<file path="src/rtl/multicycle_muldiv.sv">
// multicycle_muldiv
//   Iterative multiply/divide unit with HI/LO result registers. It produces
//   one result bit per clock, with no combinational multiplier. Magnitudes
//   are computed in CALC, and the sign is applied in a single FIX cycle.
//
// Ports
//   i_clk, i_rst       clock and synchronous active-high reset
//   i_start, i_op      start request and operation (00 MULT, 01 MULTU,
//                      10 DIV, 11 DIVU); sampled only in IDLE
//   i_a, i_b           operands (multiplicand/dividend, multiplier/divisor)
//   i_hi_we, i_lo_we   MTHI / MTLO write enables, used with i_wdata
//   o_busy             high in every state other than IDLE
//   o_done             one-cycle pulse; HI/LO already hold the new result
//   o_hi, o_lo         HI (product upper half / remainder) and
//                      LO (product lower half / quotient)
//   o_div_zero         qualified by o_done; the divisor was zero
//
// Handshake: a request is taken in the cycle where i_start=1 and o_busy=0.
// From that point o_busy stays high until o_done has pulsed. A start seen
// while busy is dropped, not queued.
module multicycle_muldiv #(
  parameter int WIDTH = 32
) (
  input  logic             i_clk,
  input  logic             i_rst,
  input  logic             i_start,
  input  logic [1:0]       i_op,
  input  logic [WIDTH-1:0] i_a,
  input  logic [WIDTH-1:0] i_b,
  input  logic             i_hi_we,
  input  logic             i_lo_we,
  input  logic [WIDTH-1:0] i_wdata,
  output logic             o_busy,
  output logic             o_done,
  output logic [WIDTH-1:0] o_hi,
  output logic [WIDTH-1:0] o_lo,
  output logic             o_div_zero
);

  localparam int CW = (WIDTH > 1) ? $clog2(WIDTH) : 1;
  localparam logic [CW-1:0] CNT_LAST = CW'(WIDTH - 1);

  typedef enum logic [1:0] {
    S_IDLE = 2'd0,
    S_CALC = 2'd1,
    S_FIX  = 2'd2,
    S_DONE = 2'd3
  } state_t;

  state_t             state_q, state_d;
  logic [CW-1:0]      cnt_q, cnt_d;
  // The accumulator is shared. For a multiply it holds {partial product,
  // multiplier}. For a divide it holds {partial remainder, dividend/quotient}.
  logic [2*WIDTH-1:0] acc_q, acc_d;
  // Magnitude of the multiplicand (multiply) or of the divisor (divide).
  logic [WIDTH-1:0]   opnd_q, opnd_d;
  logic               is_div_q, is_div_d;
  logic               neg_q, neg_d;       // product / quotient sign
  logic               rem_neg_q, rem_neg_d; // remainder follows dividend
  logic [WIDTH-1:0]   hi_q, hi_d;
  logic [WIDTH-1:0]   lo_q, lo_d;
  logic               div_zero_q, div_zero_d;

  // Operand conditioning at capture time
  logic             signed_op;
  logic             a_neg, b_neg;
  logic [WIDTH-1:0] a_abs, b_abs;

  assign signed_op = ~i_op[0];
  assign a_neg     = signed_op & i_a[WIDTH-1];
  assign b_neg     = signed_op & i_b[WIDTH-1];
  assign a_abs     = a_neg ? (~i_a + 1'b1) : i_a;
  assign b_abs     = b_neg ? (~i_b + 1'b1) : i_b;

  // Per-iteration datapath
  logic [WIDTH:0] mul_sum;
  logic [WIDTH:0] div_trial;

  assign mul_sum   = {1'b0, acc_q[2*WIDTH-1:WIDTH]} +
                     (acc_q[0] ? {1'b0, opnd_q} : {(WIDTH+1){1'b0}});
  // The shifted partial remainder minus the divisor. The MSB set means the
  // result is negative, so the restoring step keeps the old remainder.
  assign div_trial = acc_q[2*WIDTH-1:WIDTH-1] - {1'b0, opnd_q};

  // Sign correction terms used in FIX
  logic [2*WIDTH-1:0] prod_fix;
  logic [WIDTH-1:0]   quo_mag, rem_mag;

  assign prod_fix = neg_q ? (~acc_q + 1'b1) : acc_q;
  assign quo_mag  = acc_q[WIDTH-1:0];
  assign rem_mag  = acc_q[2*WIDTH-1:WIDTH];

  always_comb begin
    state_d    = state_q;
    cnt_d      = cnt_q;
    acc_d      = acc_q;
    opnd_d     = opnd_q;
    is_div_d   = is_div_q;
    neg_d      = neg_q;
    rem_neg_d  = rem_neg_q;
    hi_d       = hi_q;
    lo_d       = lo_q;
    div_zero_d = div_zero_q;

    unique case (state_q)
      S_IDLE: begin
        if (i_start) begin
          // A start takes priority over MTHI/MTLO in the same cycle.
          is_div_d  = i_op[1];
          neg_d     = a_neg ^ b_neg;
          rem_neg_d = a_neg;
          cnt_d     = '0;
          if (i_op[1] && (i_b == '0)) begin
            hi_d       = i_a;
            lo_d       = '1;
            div_zero_d = 1'b1;
            state_d    = S_DONE;
          end else begin
            div_zero_d = 1'b0;
            state_d    = S_CALC;
            if (i_op[1]) begin
              acc_d  = {{WIDTH{1'b0}}, a_abs};
              opnd_d = b_abs;
            end else begin
              acc_d  = {{WIDTH{1'b0}}, b_abs};
              opnd_d = a_abs;
            end
          end
        end else begin
          if (i_hi_we) hi_d = i_wdata;
          if (i_lo_we) lo_d = i_wdata;
        end
      end

      S_CALC: begin
        if (is_div_q) begin
          if (!div_trial[WIDTH])
            acc_d = {div_trial[WIDTH-1:0], acc_q[WIDTH-2:0], 1'b1};
          else
            acc_d = {acc_q[2*WIDTH-2:0], 1'b0};
        end else begin
          // Add the multiplicand if the multiplier LSB is set, then shift right.
          acc_d = {mul_sum, acc_q[WIDTH-1:1]};
        end
        cnt_d = cnt_q + 1'b1;
        if (cnt_q == CNT_LAST) state_d = S_FIX;
      end

      S_FIX: begin
        if (is_div_q) begin
          // The quotient truncates toward zero. The remainder takes the sign
          // of the dividend. Most-negative / -1 wraps back to most-negative.
          lo_d = neg_q ? (~quo_mag + 1'b1) : quo_mag;
          hi_d = rem_neg_q ? (~rem_mag + 1'b1) : rem_mag;
        end else begin
          hi_d = prod_fix[2*WIDTH-1:WIDTH];
          lo_d = prod_fix[WIDTH-1:0];
        end
        state_d = S_DONE;
      end

      S_DONE: begin
        div_zero_d = 1'b0;
        state_d    = S_IDLE;
      end

      default: state_d = S_IDLE;
    endcase
  end

  always_ff @(posedge i_clk) begin
    if (i_rst) begin
      state_q    <= S_IDLE;
      cnt_q      <= '0;
      acc_q      <= '0;
      opnd_q     <= '0;
      is_div_q   <= 1'b0;
      neg_q      <= 1'b0;
      rem_neg_q  <= 1'b0;
      hi_q       <= '0;
      lo_q       <= '0;
      div_zero_q <= 1'b0;
    end else begin
      state_q    <= state_d;
      cnt_q      <= cnt_d;
      acc_q      <= acc_d;
      opnd_q     <= opnd_d;
      is_div_q   <= is_div_d;
      neg_q      <= neg_d;
      rem_neg_q  <= rem_neg_d;
      hi_q       <= hi_d;
      lo_q       <= lo_d;
      div_zero_q <= div_zero_d;
    end
  end

  assign o_busy     = (state_q != S_IDLE);
  assign o_done     = (state_q == S_DONE);
  assign o_hi       = hi_q;
  assign o_lo       = lo_q;
  assign o_div_zero = div_zero_q;

endmodule

</file>
<file path="config.mk">
export PLATFORM = sky130hd
export DESIGN_NAME = multicycle_muldiv
export DESIGN_NICKNAME = d
export VERILOG_FILES = /design/src/rtl/multicycle_muldiv.sv
export SDC_FILE = /design/constraint.sdc
export NUM_CORES = 1
export LEC_CHECK = 0
export BUFFER_PORTS_ARGS = -buffer_cell sky130_fd_sc_hd__buf_4
export CORE_MARGIN = 4
export CORE_UTILIZATION = 45
export CTS_CLUSTER_SIZE = 16
export DETAILED_ROUTE_END_ITERATION = 8
export HOLD_SLACK_MARGIN = 0.12
export PLACE_DENSITY = 0.74
export SLEW_MARGIN = 20
export SYNTH_ARGS = -nofsm -noshare
export SYNTH_HDL_FRONTEND = slang
export SYNTH_SLANG_ARGS = --single-unit
export TNS_END_PERCENT = 30
</file>
<file path="constraint.sdc">
create_clock -name i_clk -period 7 [get_ports i_clk]
set_input_delay 1.4 -clock i_clk [delete_from_list [all_inputs] [get_ports i_clk]]
set_output_delay 1.4 -clock i_clk [all_outputs]
set_load 0.05 [all_outputs]
</file>
---- Word-level counts from Yosys, hierarchy flattened ----
Index checks and enable logic that the tools add are counted.
word-level totals
  flip-flop bits (word level) ............. 171
  latch bits .............................. 0
  memory bits (writable) .................. 0
  ROM bits ................................ 0
  bits of input ports ..................... 103
  output and inout port bits .............. 67
  word-level logic and storage cells ...... 85
  memories kept ........................... 0
operators by class
  $add $sub $neg .......................... 8
  multipliers ............................. 0
  div/mod/pow operators ................... 0
  order comparisons ....................... 0
  equality and inequality tests ........... 10
  shift-type cells ........................ 0
  muxes and demuxes ....................... 32
  bitwise gates (word level) .............. 10
  reduce and logical (&&, ||, !) cells .... 15
operators with widths
  kind                                            number
  2-to-1 mux 32 bit                               15
  2-to-1 mux 64 bit                               5
  adder 32 x 1 -> 32 bit (second input constant)  4
  NOT 32 bit                                      4
  one-hot mux 32 bit (2 select lines)             2
  one-hot mux 64 bit (2 select lines)             1
  adder 64 x 1 -> 64 bit (second input constant)  1
  NOT 64 bit                                      1
  adder 32 x 32 -> 33 bit                         1
  subtractor 33 x 32 -> 33 bit                    1
  logical NOT 32 bit                              1
  AND reduction 3 bit                             4
  one-hot mux 5 bit (2 select lines)              1
  != test 3 bit (second input constant)           3
  one-hot mux 2 bit (4 select lines)              1
  AND reduction 2 bit                             4
  nonzero test 2 bit                              4
  2-to-1 mux 2 bit                                3
  != test 2 bit (second input constant)           3
  adder 5 x 1 -> 5 bit (second input constant)    1
  equality test 5 bit (second input constant)     1
  2-to-1 mux 5 bit                                1
  equality test 2 bit (second input constant)     2
  bitwise AND 1 bit                               2
  other kinds (7)                                 9

---- Depth between registers and ports, before layout ----
Gate-level depths: netlist (run 1).
  word-level depth ........................ 7
  gate-level depth with buffers ........... 15

---- Worst setup path before layout (run 1) ----
No wires, ideal clock.
  path type ............................... input to register
  from .................................... input port i_a[1]
  to ...................................... register acc_q[27]
  data arrival time ....................... 3613 ps
  data required time ...................... 6914 ps
  path slack .............................. 3302 ps
  cell stages on the path ................. 9
  path through ............................ or4_1 > or3b_2 > nor3_2 > nand3_1 > o31ai_1 > xor2_1 > a21oi_1 > o21ai_0 > a211oi_1
on the way
  cells in the longest elaborated chain, start to end .. 7
ends and longest elaborated chain
  item                                 line  RTL
  start, declared                      28    input logic [WIDTH-1:0] i_a,
  NOT 32 bit                           72    assign a_abs = a_neg ? (~i_a + 1'b1) : i_a;
  adder 32 x 1 -> 32 bit               72
  2-to-1 mux 32 bit                    72
  2-to-1 mux 32 bit                    121   if (i_op[1]) begin
  2-to-1 mux 64 bit                    113   if (i_op[1] && (i_b == '0)) begin
  2-to-1 mux 64 bit                    107   if (i_start) begin
  one-hot mux 64 bit (2 select lines)  105   unique case (state_q)
  end signal, assigned                 175   acc_q <= '0;
  end signal, assigned                 186   acc_q <= acc_d;
  end, declared                        54    logic [2*WIDTH-1:0] acc_q, acc_d;
No other way between the ends. The select of a mux whose other input is x is not followed.
A chain may end at the register's enable or synchronous reset.

---- Worst setup path after layout (run 1) ----
  from .................................... input port i_op[1]
  to ...................................... register acc_q[62]
on the way
  cells in the longest elaborated chain, start to end .. 3
ends and longest elaborated chain
  item                                  line  RTL
  start, declared                       27    input logic [1:0] i_op,
  logical AND 1 bit                     113
  != test 2 bit (no source line)        -
  AND reduction 3 bit (no source line)  -
No other way between the ends.

==> results of run 1 <==
==> kinds of logic after synthesis <==
| kind of cell | Yosys count | share of synthesized area [%] |
|---|---|---|
| simple gates | 717 | 21.6 |
| mux | 88 | 6.04 |
| buf+inv | 213 | 6.06 |
| fa+ha+maj | 76 | 6.31 |
| compound gates | 653 | 27.6 |
| xor+xnor | 175 | 10.0 |
| flops | 171 | 22.4 |
==> worst register-to-register path, stage by stage, from the launching register on <==
cell,delay (ps)
sky130_fd_sc_hd__dfxtp_1,600
sky130_fd_sc_hd__inv_1,250
sky130_fd_sc_hd__fa_1,510
sky130_fd_sc_hd__nor2b_1,180
sky130_fd_sc_hd__o31ai_1,120
sky130_fd_sc_hd__a21oi_1,340
sky130_fd_sc_hd__o21ai_0,310
sky130_fd_sc_hd__a21oi_1,250
sky130_fd_sc_hd__o211a_1,710
sky130_fd_sc_hd__buf_4,370
sky130_fd_sc_hd__mux2_2,390
sky130_fd_sc_hd__a222oi_1,250
sky130_fd_sc_hd__nor2_1,70
==> area by class of cell <==
class / instances / share of cell area (%)
multi-input combinational: 1709 / 63.6
sequential: 171 / 19.8
timing repair buffer: 188 / 8.18
tap: 448 / 3.25
clock buffer: 18 / 2.49
inverter: 73 / 1.59
clock inverter: 14 / 1.04
antenna: 1 / 0.0145
==> flip-flops by register name, indices dropped and copies added, names as in the netlist <==
register	count
o_div_zero	1
is_div_q	1
o_lo	32
cnt_q	5
o_hi	32
state_q	2
neg_q	1
opnd_q	32
acc_q	64
rem_neg_q	1
==> routing by layer <==
metal,GRT usage (%),vias to the layer above
met5,0,-
met4,9.60,2
met3,6.30,155
met2,47.4,938
met1,43.1,7885
li1,-,7724
==> layout by cell type (no fill, tap or decap), types with 28 or more instances in the layout <==
cell,netlist,routed
sky130_fd_sc_hd__mux2i_1,53,53
sky130_fd_sc_hd__o211ai_1,29,29
sky130_fd_sc_hd__xnor2_1,102,102
sky130_fd_sc_hd__o31ai_1,29,29
sky130_fd_sc_hd__xor2_1,73,73
sky130_fd_sc_hd__a31oi_1,28,28
sky130_fd_sc_hd__mux2_2,35,35
sky130_fd_sc_hd__ha_1,74,72
sky130_fd_sc_hd__nor3_1,55,55
sky130_fd_sc_hd__nor2_1,272,272
sky130_fd_sc_hd__dfxtp_1,171,170
sky130_fd_sc_hd__a211oi_1,81,81
sky130_fd_sc_hd__a21oi_1,191,190
sky130_fd_sc_hd__nand2_1,193,193
sky130_fd_sc_hd__inv_1,71,71
sky130_fd_sc_hd__buf_4,1,188
sky130_fd_sc_hd__nand3_1,38,38
sky130_fd_sc_hd__o21ai_0,134,134
==> final timing paths <==
| kind | from | end | slack, ps | depth (start not counted) |
|---|---|---|---|---|
| setup reg to reg | acc_q[32]$_SDFFE_PP0P_ | acc_q[45]$_SDFFE_PP0P_ | 2520 | 12 |
| setup / recovery | i_op[1] | acc_q[62]$_SDFFE_PP0P_ | 2360 | 11 |
| hold reg to reg | o_lo[7]$_SDFFE_PP0P_ | o_lo[7]$_SDFFE_PP0P_ | 460 | 2 |
| hold / removal | o_lo[7]$_SDFFE_PP0P_ | o_lo[7]$_SDFFE_PP0P_ | 460 | 2 |
==> power by group through the flow <==
stage / clock network, uW / registers, uW / logic [uW]
6_report: 1000 / 1570 / 3770
5_1_grt: 1040 / 1600 / 4040
4_1_cts: 997 / 1560 / 3690
3_5_place_dp: 0 / 1580 / 3680
3_3_place_gp: 0 / 1570 / 3630
2_1_floorplan: 0 / 1970 / 2220
==> through the flow <==
| stage | power, uW | utilization [%] | hold slack [ps] | setup WS [ps] | instance area, sq um |
|---|---|---|---|---|---|
| after CTS | 6250 | 51.4 | 455 | 2460 | 17200 |
| after global routing | 6680 | 51.5 | 478 | 2170 | 17300 |
| after floorplan | 4190 | - | 432 | 3300 | 15300 |
| final | 6340 | 51.5 | 457 | 2360 | 17300 |
| after global placement | 5200 | 49.6 | 443 | 2110 | 16600 |
| after detailed placement | 5260 | 49.6 | 444 | 1990 | 16600 |
==> cell usage after synthesis, types with 10 or more instances <==
master / n / area (sq um)
sky130_fd_sc_hd__inv_1: 71 / 267
sky130_fd_sc_hd__and3_1: 13 / 81.3
sky130_fd_sc_hd__or4_1: 13 / 97.6
sky130_fd_sc_hd__nand2_1: 193 / 724
sky130_fd_sc_hd__a211oi_1: 81 / 608
sky130_fd_sc_hd__o41ai_1: 13 / 114
sky130_fd_sc_hd__xor2_1: 73 / 639
sky130_fd_sc_hd__nor3_1: 55 / 275
sky130_fd_sc_hd__nor4_1: 25 / 156
sky130_fd_sc_hd__o221ai_1: 18 / 158
sky130_fd_sc_hd__a31oi_1: 28 / 175
sky130_fd_sc_hd__dfxtp_1: 171 / 3420
sky130_fd_sc_hd__nor2b_1: 20 / 125
sky130_fd_sc_hd__or3_1: 15 / 93.8
sky130_fd_sc_hd__mux2i_1: 53 / 531
sky130_fd_sc_hd__a21oi_1: 191 / 956
sky130_fd_sc_hd__nand3_1: 38 / 190
sky130_fd_sc_hd__xnor2_1: 102 / 893
sky130_fd_sc_hd__a21o_1: 25 / 188
sky130_fd_sc_hd__ha_1: 74 / 926
sky130_fd_sc_hd__mux2_2: 35 / 394
sky130_fd_sc_hd__o211ai_1: 29 / 218
sky130_fd_sc_hd__and2_1: 10 / 62.6
sky130_fd_sc_hd__nand2b_1: 20 / 125
sky130_fd_sc_hd__clkbuf_1: 109 / 409
sky130_fd_sc_hd__a221oi_1: 12 / 105
sky130_fd_sc_hd__o21ai_0: 134 / 671
sky130_fd_sc_hd__nor2_1: 272 / 1020
sky130_fd_sc_hd__a22oi_1: 15 / 113
sky130_fd_sc_hd__o31ai_1: 29 / 218
sky130_fd_sc_hd__nand4_1: 13 / 81.3
==> impl_metrics.env, run 1 <==
export IMPL_fin_setup_tns_ps=0
export IMPL_postSynth_topFlopCell="sky130_fd_sc_hd__dfxtp_1"
export IMPL_maximum_level_of_the_cts_h_tree=4
export IMPL_maximum_number_of_pins_on_one_net_before_global_route_repair=78
export IMPL_numCtsBuffers=17
export IMPL_cts_hold_repair_buffers=0
export IMPL_power_density_mw_per_mm2=368
export IMPL_power_sequential_fraction_pct=24.8
export IMPL_unrepaired_setup_endpoints_after_global_routing="no"
export IMPL_timing_critical_path_fanout_max=76
export IMPL_outcome="complete, no violations"
export IMPL_globalRouteTotalUtil_pct=30.7
export IMPL_final_layout_size_suffix_gt1_share_pct=13.6
export IMPL_tritoncts_num_sinks=171
export IMPL_post_route_drc_count=0
export IMPL_synth_enable_flop_cells=0
export IMPL_mappedNetlistNets=2272
export IMPL_nets=2339
export IMPL_syn_area_per_cell_sq_um=7.32
export IMPL_worst_hold_path_type="reg -> reg"
export IMPL_area_sequential_sq_mm=0.00342
export IMPL_internal_power_uw=2990
export IMPL_tightestPinTransition_ps=1170
export IMPL_antenna_found_initial=2
export IMPL_portBuffers=169
export IMPL_detail_route_wirelength_mm=59.1
export IMPL_vias_in_the_first_global_route=15200
export IMPL_layout_area_overhead_vs_synth_pct=12.7
export IMPL_placed_cells_incl_taps=2589
export IMPL_routed_wl_met2_mm=26.1
export IMPL_die_w_um=192
export IMPL_critPathLaunchType="primary input"
export IMPL_synth_lib_cells_used_distinct=87
export IMPL_critical_path_end_type="register"
export IMPL_critPathMaxStageDelay_ps=650
export IMPL_critPathKind="in -> reg"
export IMPL_max_cap_violations=0
export IMPL_timing_clock_skew_ps=14.2
export IMPL_comb_power_share_pct=59.4
export IMPL_routabilityCongestion=1.01
export IMPL_synth_area_sq_mm=0.0153
export IMPL_initial_core_utilization_pct=45.7
export IMPL_critical_path_cell_chain="buf_4 > or4b_2 > nor4_2 > nand4_1 > nand2_1 > a211oi_1 > buf_4 > nand2_1 > nor2_1 > a221o_1 > a211o_1"
export IMPL_routed_wl_met3_mm=5.92
export IMPL_period_minus_slack_ps=4640
export IMPL_critPathRequiredTime_ps=7350
export IMPL_cp_top_family="simple AND/OR/NAND/NOR gates"
export IMPL_arrival_ps=4990
export IMPL_die_height_um=192
export IMPL_postSynth_asyncResetShare_pct=0
export IMPL_grt_first_pass_wirelength_mm=89.4
export IMPL_post_cts_repair_setup_buffers=0
export IMPL_avgViaCountPerCell=6.37
export IMPL_die_area_sq_mm=0.0370
export IMPL_cts_buffer_depth=2
export IMPL_grt_remaining_overflow=0
export IMPL_slew_headroom_pct=21.8
export IMPL_detail_route_antenna_nets=0
export IMPL_routedLengthMet1_mm=25.0
export IMPL_ys_warnings_count=0
export IMPL_number_of_setup_violations_in_the_final_report=0
export IMPL_dp_hpwl_mm=46.4
export IMPL_worst_path_buf_inv=2
export IMPL_ctsRootBufferMaster="sky130_fd_sc_hd__clkbuf_16"
export IMPL_routed_top_layer="met5"
export IMPL_core_sq_mm=0.0335
export IMPL_cts_resized_gates=0
export IMPL_synthesis_stage_register_bit_count=171
export IMPL_power_net_switching_uw=3350
export IMPL_power_static_leakage_uw=0.00708
export IMPL_fillers=3291
export IMPL_drt_first_pass_iters=6
export IMPL_worst_ir_drop_vdd_mv=0.237
export IMPL_cp_slowest_cell="sky130_fd_sc_hd__or4b_2"
export IMPL_synth_sequential_area_ratio_pct=22.4
export IMPL_final_period_utilization_pct=66.3
export IMPL_hold_violations=0
export IMPL_pwr_share_clk_pct=15.8
export IMPL_post_cts_clock_slew_at_the_launch_and_capture_registers_of_the_worst_setup_and_hold_paths_ps=70
export IMPL_ios=170
export IMPL_clkLatencyLatePin_ps=460
export IMPL_switching_power_share_of_the_total_pct=52.8
export IMPL_area_used_by_multi_input_combinational_logic_sq_mm=0.0110
export IMPL_routed_length_per_placed_instance_um=22.5
export IMPL_postSynthCellCount=2093
export IMPL_tritoncts="done"
export IMPL_initialDrtViolationCount=1958
export IMPL_layoutNonFillerInstCount=2622
export IMPL_vias=16700
export IMPL_std_cell_rows=67
export IMPL_drv_slew=0
export IMPL_fmax_ghz=0.215
Power figures use the tool's default switching activity.
==> run 2: changes to the inputs <==
ABC_AREA = 1   (was unset)
PLACE_DENSITY = 0.76   (was 0.74)
clock period = 4.1 ns   (was 7 ns; I/O delays follow)
==> run 2 against run 1 <==
  * First-iteration DRC count is 64% higher
  * Final cell count increased by 43%
  * Flip-flop and latch count did not move
  * Hold slack improved by 21 ps
  * Clock-buffer cell count down 1
  * Area after synthesis is 14% higher
  * Setup slack got worse by 1800 ps
  * Clock power rose by 78%
  * Clock skew is 0.54 ps lower
  * Highest routed layer is now met4
  * Cell area grew 15%
  * Die area rose by 13%
==> impl_metrics.env, run 2 <==
export IMPL_grt_remaining_overflow=0
export IMPL_registers_top_by_ff_count="acc_q"
export IMPL_avgViaCountPerCell=5.84
export IMPL_detail_route_wirelength_mm=76.6
export IMPL_layout_common_cells="sky130_fd_sc_hd__nand2_1, sky130_fd_sc_hd__inv_1, sky130_fd_sc_hd__nor2_1"
export IMPL_number_of_setup_violations_in_the_final_report=0
export IMPL_syn_area_per_cell_sq_um=5.57
export IMPL_core_sq_mm=0.0379
export IMPL_antenna_diode_count=0
export IMPL_final_common_cell="sky130_fd_sc_hd__nand2_1"
export IMPL_fin_setup_tns_ps=0
export IMPL_synth_enable_flop_cells=0
export IMPL_final_layout_size_suffix_gt1_share_pct=8.74
export IMPL_timing_critical_path_fanout_max=18
export IMPL_synth_lib_cells_used_distinct=48
export IMPL_mappedNetlistNets=3301
export IMPL_power_density_mw_per_mm2=658
export IMPL_portBuffers=169
export IMPL_die_area_sq_mm=0.0419
export IMPL_synth_largest_area_cell="sky130_fd_sc_hd__dfxtp_1"
export IMPL_worst_ir_drop_vdd_mv=0.723
export IMPL_unrepaired_setup_endpoints_after_global_routing="no"
export IMPL_synth_area_mux_share_pct=0
export IMPL_postSynth_topFlopCell="sky130_fd_sc_hd__dfxtp_1"
export IMPL_drv_slew=0
export IMPL_antenna_found_initial=0
export IMPL_slew_headroom_pct=38.8
export IMPL_dp_hpwl_mm=61.2
export IMPL_final_period_utilization_pct=86.5
export IMPL_worst_hold_path_type="reg -> reg"
export IMPL_die_w_um=205
export IMPL_critPathKind="reg -> reg"
export IMPL_max_cap_violations=0
export IMPL_routed_length_per_placed_instance_um=20.4
export IMPL_maximum_level_of_the_cts_h_tree=4
export IMPL_grt_first_pass_wirelength_mm=116
export IMPL_synthAdderAreaFrac_pct=5.55
export IMPL_cts_resized_gates=0
export IMPL_vias=21900
export IMPL_nets=3405
export IMPL_critPathRequiredTime_ps=4410
export IMPL_cts_hold_repair_buffers=0
export IMPL_critical_path_end_type="register"
export IMPL_period_minus_slack_ps=3540
export IMPL_ctsRootBufferMaster="sky130_fd_sc_hd__clkbuf_16"
export IMPL_tightestPinTransition_ps=918
export IMPL_synth_compound_gate_area_share_pct=23.1
export IMPL_outcome="complete, no violations"
export IMPL_ys_warnings_count=0
export IMPL_initialDrtViolationCount=3203
export IMPL_largest_family_of_logic_cells_by_synthesized_area="simple AND/OR/NAND/NOR gates"
export IMPL_postSynthCellCount=3122
export IMPL_routabilityCongestion=1.05
export IMPL_std_cell_rows=71
export IMPL_netlist_top_cells_area="sky130_fd_sc_hd__dfxtp_1, sky130_fd_sc_hd__nand2_1, sky130_fd_sc_hd__o21ai_0, sky130_fd_sc_hd__inv_1, sky130_fd_sc_hd__a21oi_1"
export IMPL_synthDominantCellAreaShare_pct=19.7
export IMPL_post_cts_clock_slew_at_the_launch_and_capture_registers_of_the_worst_setup_and_hold_paths_ps=80
export IMPL_globalRouteTotalUtil_pct=35.4
export IMPL_clkLatencyLatePin_ps=450
export IMPL_yosysMostFrequentCell="sky130_fd_sc_hd__nand2_1"
export IMPL_fillers=4100
export IMPL_synth_sequential_area_ratio_pct=19.7
export IMPL_drt_first_pass_iters=9
export IMPL_maximum_number_of_pins_on_one_net_before_global_route_repair=75
export IMPL_arrival_ps=3850
export IMPL_post_route_drc_count=0
export IMPL_vias_in_the_first_global_route=19800
export IMPL_layout_area_overhead_vs_synth_pct=13.6
export IMPL_cts_buffer_depth=2
export IMPL_ios=170
export IMPL_synthesis_stage_register_bit_count=171
export IMPL_power_static_leakage_uw=0.00964
export IMPL_tritoncts="done"
export IMPL_post_cts_repair_setup_buffers=0
export IMPL_synth_top_cells_by_count="sky130_fd_sc_hd__nand2_1, sky130_fd_sc_hd__inv_1, sky130_fd_sc_hd__nor2_1"
export IMPL_critPathLaunchType="register"
export IMPL_numCtsBuffers=17
export IMPL_detail_route_antenna_nets=0
export IMPL_timing_clock_skew_ps=13.7
export IMPL_hold_ws_ps=478
export IMPL_hold_violations=0
export IMPL_fmax_ghz=0.282
export IMPL_postSynth_asyncResetShare_pct=0
export IMPL_initial_core_utilization_pct=45.8
export IMPL_xor_xnor_cell_area_share_of_the_yosys_netlist_pct=3.73
export IMPL_synth_area_sq_mm=0.0174
export IMPL_tritoncts_num_sinks=171
export IMPL_largest_register_ff_count=64
export IMPL_synth_simple_area_share_pct=36.0
export IMPL_die_height_um=205
[run 2: changes by cell type after synthesis, sizes merged, moves of 30 or more]
cell and change:
mux2i -53, inv +342, nand3 +217, nand2 +602, nand4 +30, o21ai +200
nor2 +66, mux2 -35, xnor2 -81, a211oi -75, a21oi +109
[run 2: cells by family (layout without fill, tap and decap cells)]
| logic type | after synthesis | in the layout |
|---|---|---|
| AOI/OAI and AO/OA | 754 | 754 |
| xor gates and xnor gates | 74 | 74 |
| adders and majority gates | 76 | 76 |
| buffers and inverters | 545 | 662 |
| DFF | 171 | 171 |
| and+or+nand+nor | 1502 | 1502 |
[run 2: metal layers]
metal / track usage (%) / share of wire, %
met2: 53.8 / 42
met5: 0 / 0
met1: 48.9 / 41
met4: 18.4 / 6.6
met3: 5.19 / 11
[run 2: path summary, 6_finish.rpt]
check | start | end | slack [ps] | depth (start not counted)
worst max-delay path | acc_q[32]$_SDFFE_PP0P_ | acc_q[61]$_SDFFE_PP0P_ | 560 | 19
worst min-delay path | cnt_q[4]$_SDFFE_PP0P_ | cnt_q[4]$_SDFFE_PP0P_ | 480 | 2
worst max register to register | acc_q[32]$_SDFFE_PP0P_ | acc_q[61]$_SDFFE_PP0P_ | 560 | 19
worst min register to register | cnt_q[4]$_SDFFE_PP0P_ | cnt_q[4]$_SDFFE_PP0P_ | 480 | 2
[run 2: layout make-up]
class / instances / area (sq um) / share of cell area, %
clock buffers: 17 / 425 / 2.15
flip-flops and latches: 171 / 3420 / 17.3
repair buffers: 216 / 1660 / 8.40
inverters: 414 / 1550 / 7.86
multi-input cells: 2406 / 11900 / 60.1
well taps: 511 / 639 / 3.24
clock inverters: 15 / 175 / 0.886
[run 2: report_power, final]
part | leakage (uW) | internal, uW | switching [uW] | total [uW]
Combinational | 0.00794 | 2390 | 6050 | 8440
Sequential | 0.00141 | 2210 | 585 | 2800
Clock | 0.000291 | 925 | 852 | 1780
[run 2: worst max-delay path, stage by stage (launching register included)]
cell and delay (ps):
sky130_fd_sc_hd__dfxtp_1 510, sky130_fd_sc_hd__inv_1 220, sky130_fd_sc_hd__fa_1 540, sky130_fd_sc_hd__inv_1 120, sky130_fd_sc_hd__nand2_1 70, sky130_fd_sc_hd__nand2_1 70, sky130_fd_sc_hd__nand3b_1 70, sky130_fd_sc_hd__nand2_1 120
sky130_fd_sc_hd__nand2_1 60, sky130_fd_sc_hd__nand2_1 130, sky130_fd_sc_hd__nand2_1 110, sky130_fd_sc_hd__nand2_1 90, sky130_fd_sc_hd__nand2_1 50, sky130_fd_sc_hd__nand2_1 390, sky130_fd_sc_hd__buf_4 330, sky130_fd_sc_hd__nand2_1 200
sky130_fd_sc_hd__nand2_1 100, sky130_fd_sc_hd__nand2_1 60, sky130_fd_sc_hd__nand3_1 90, sky130_fd_sc_hd__a21oi_1 60
[run 2: through the flow]
stage | instances | util, % | worst slack, ps | power [uW] | area, sq um
after floorplan | 3122 | - | 1380 | 8360 | 17400
after global placement | 3718 | 50.5 | 642 | 11000 | 19200
after detailed placement | 3718 | 50.5 | 602 | 11000 | 19200
after CTS | 3750 | 52.1 | 630 | 12700 | 19800
after global routing | 3750 | 52.1 | 372 | 13800 | 19800
final | 3750 | 52.1 | 555 | 13000 | 19800
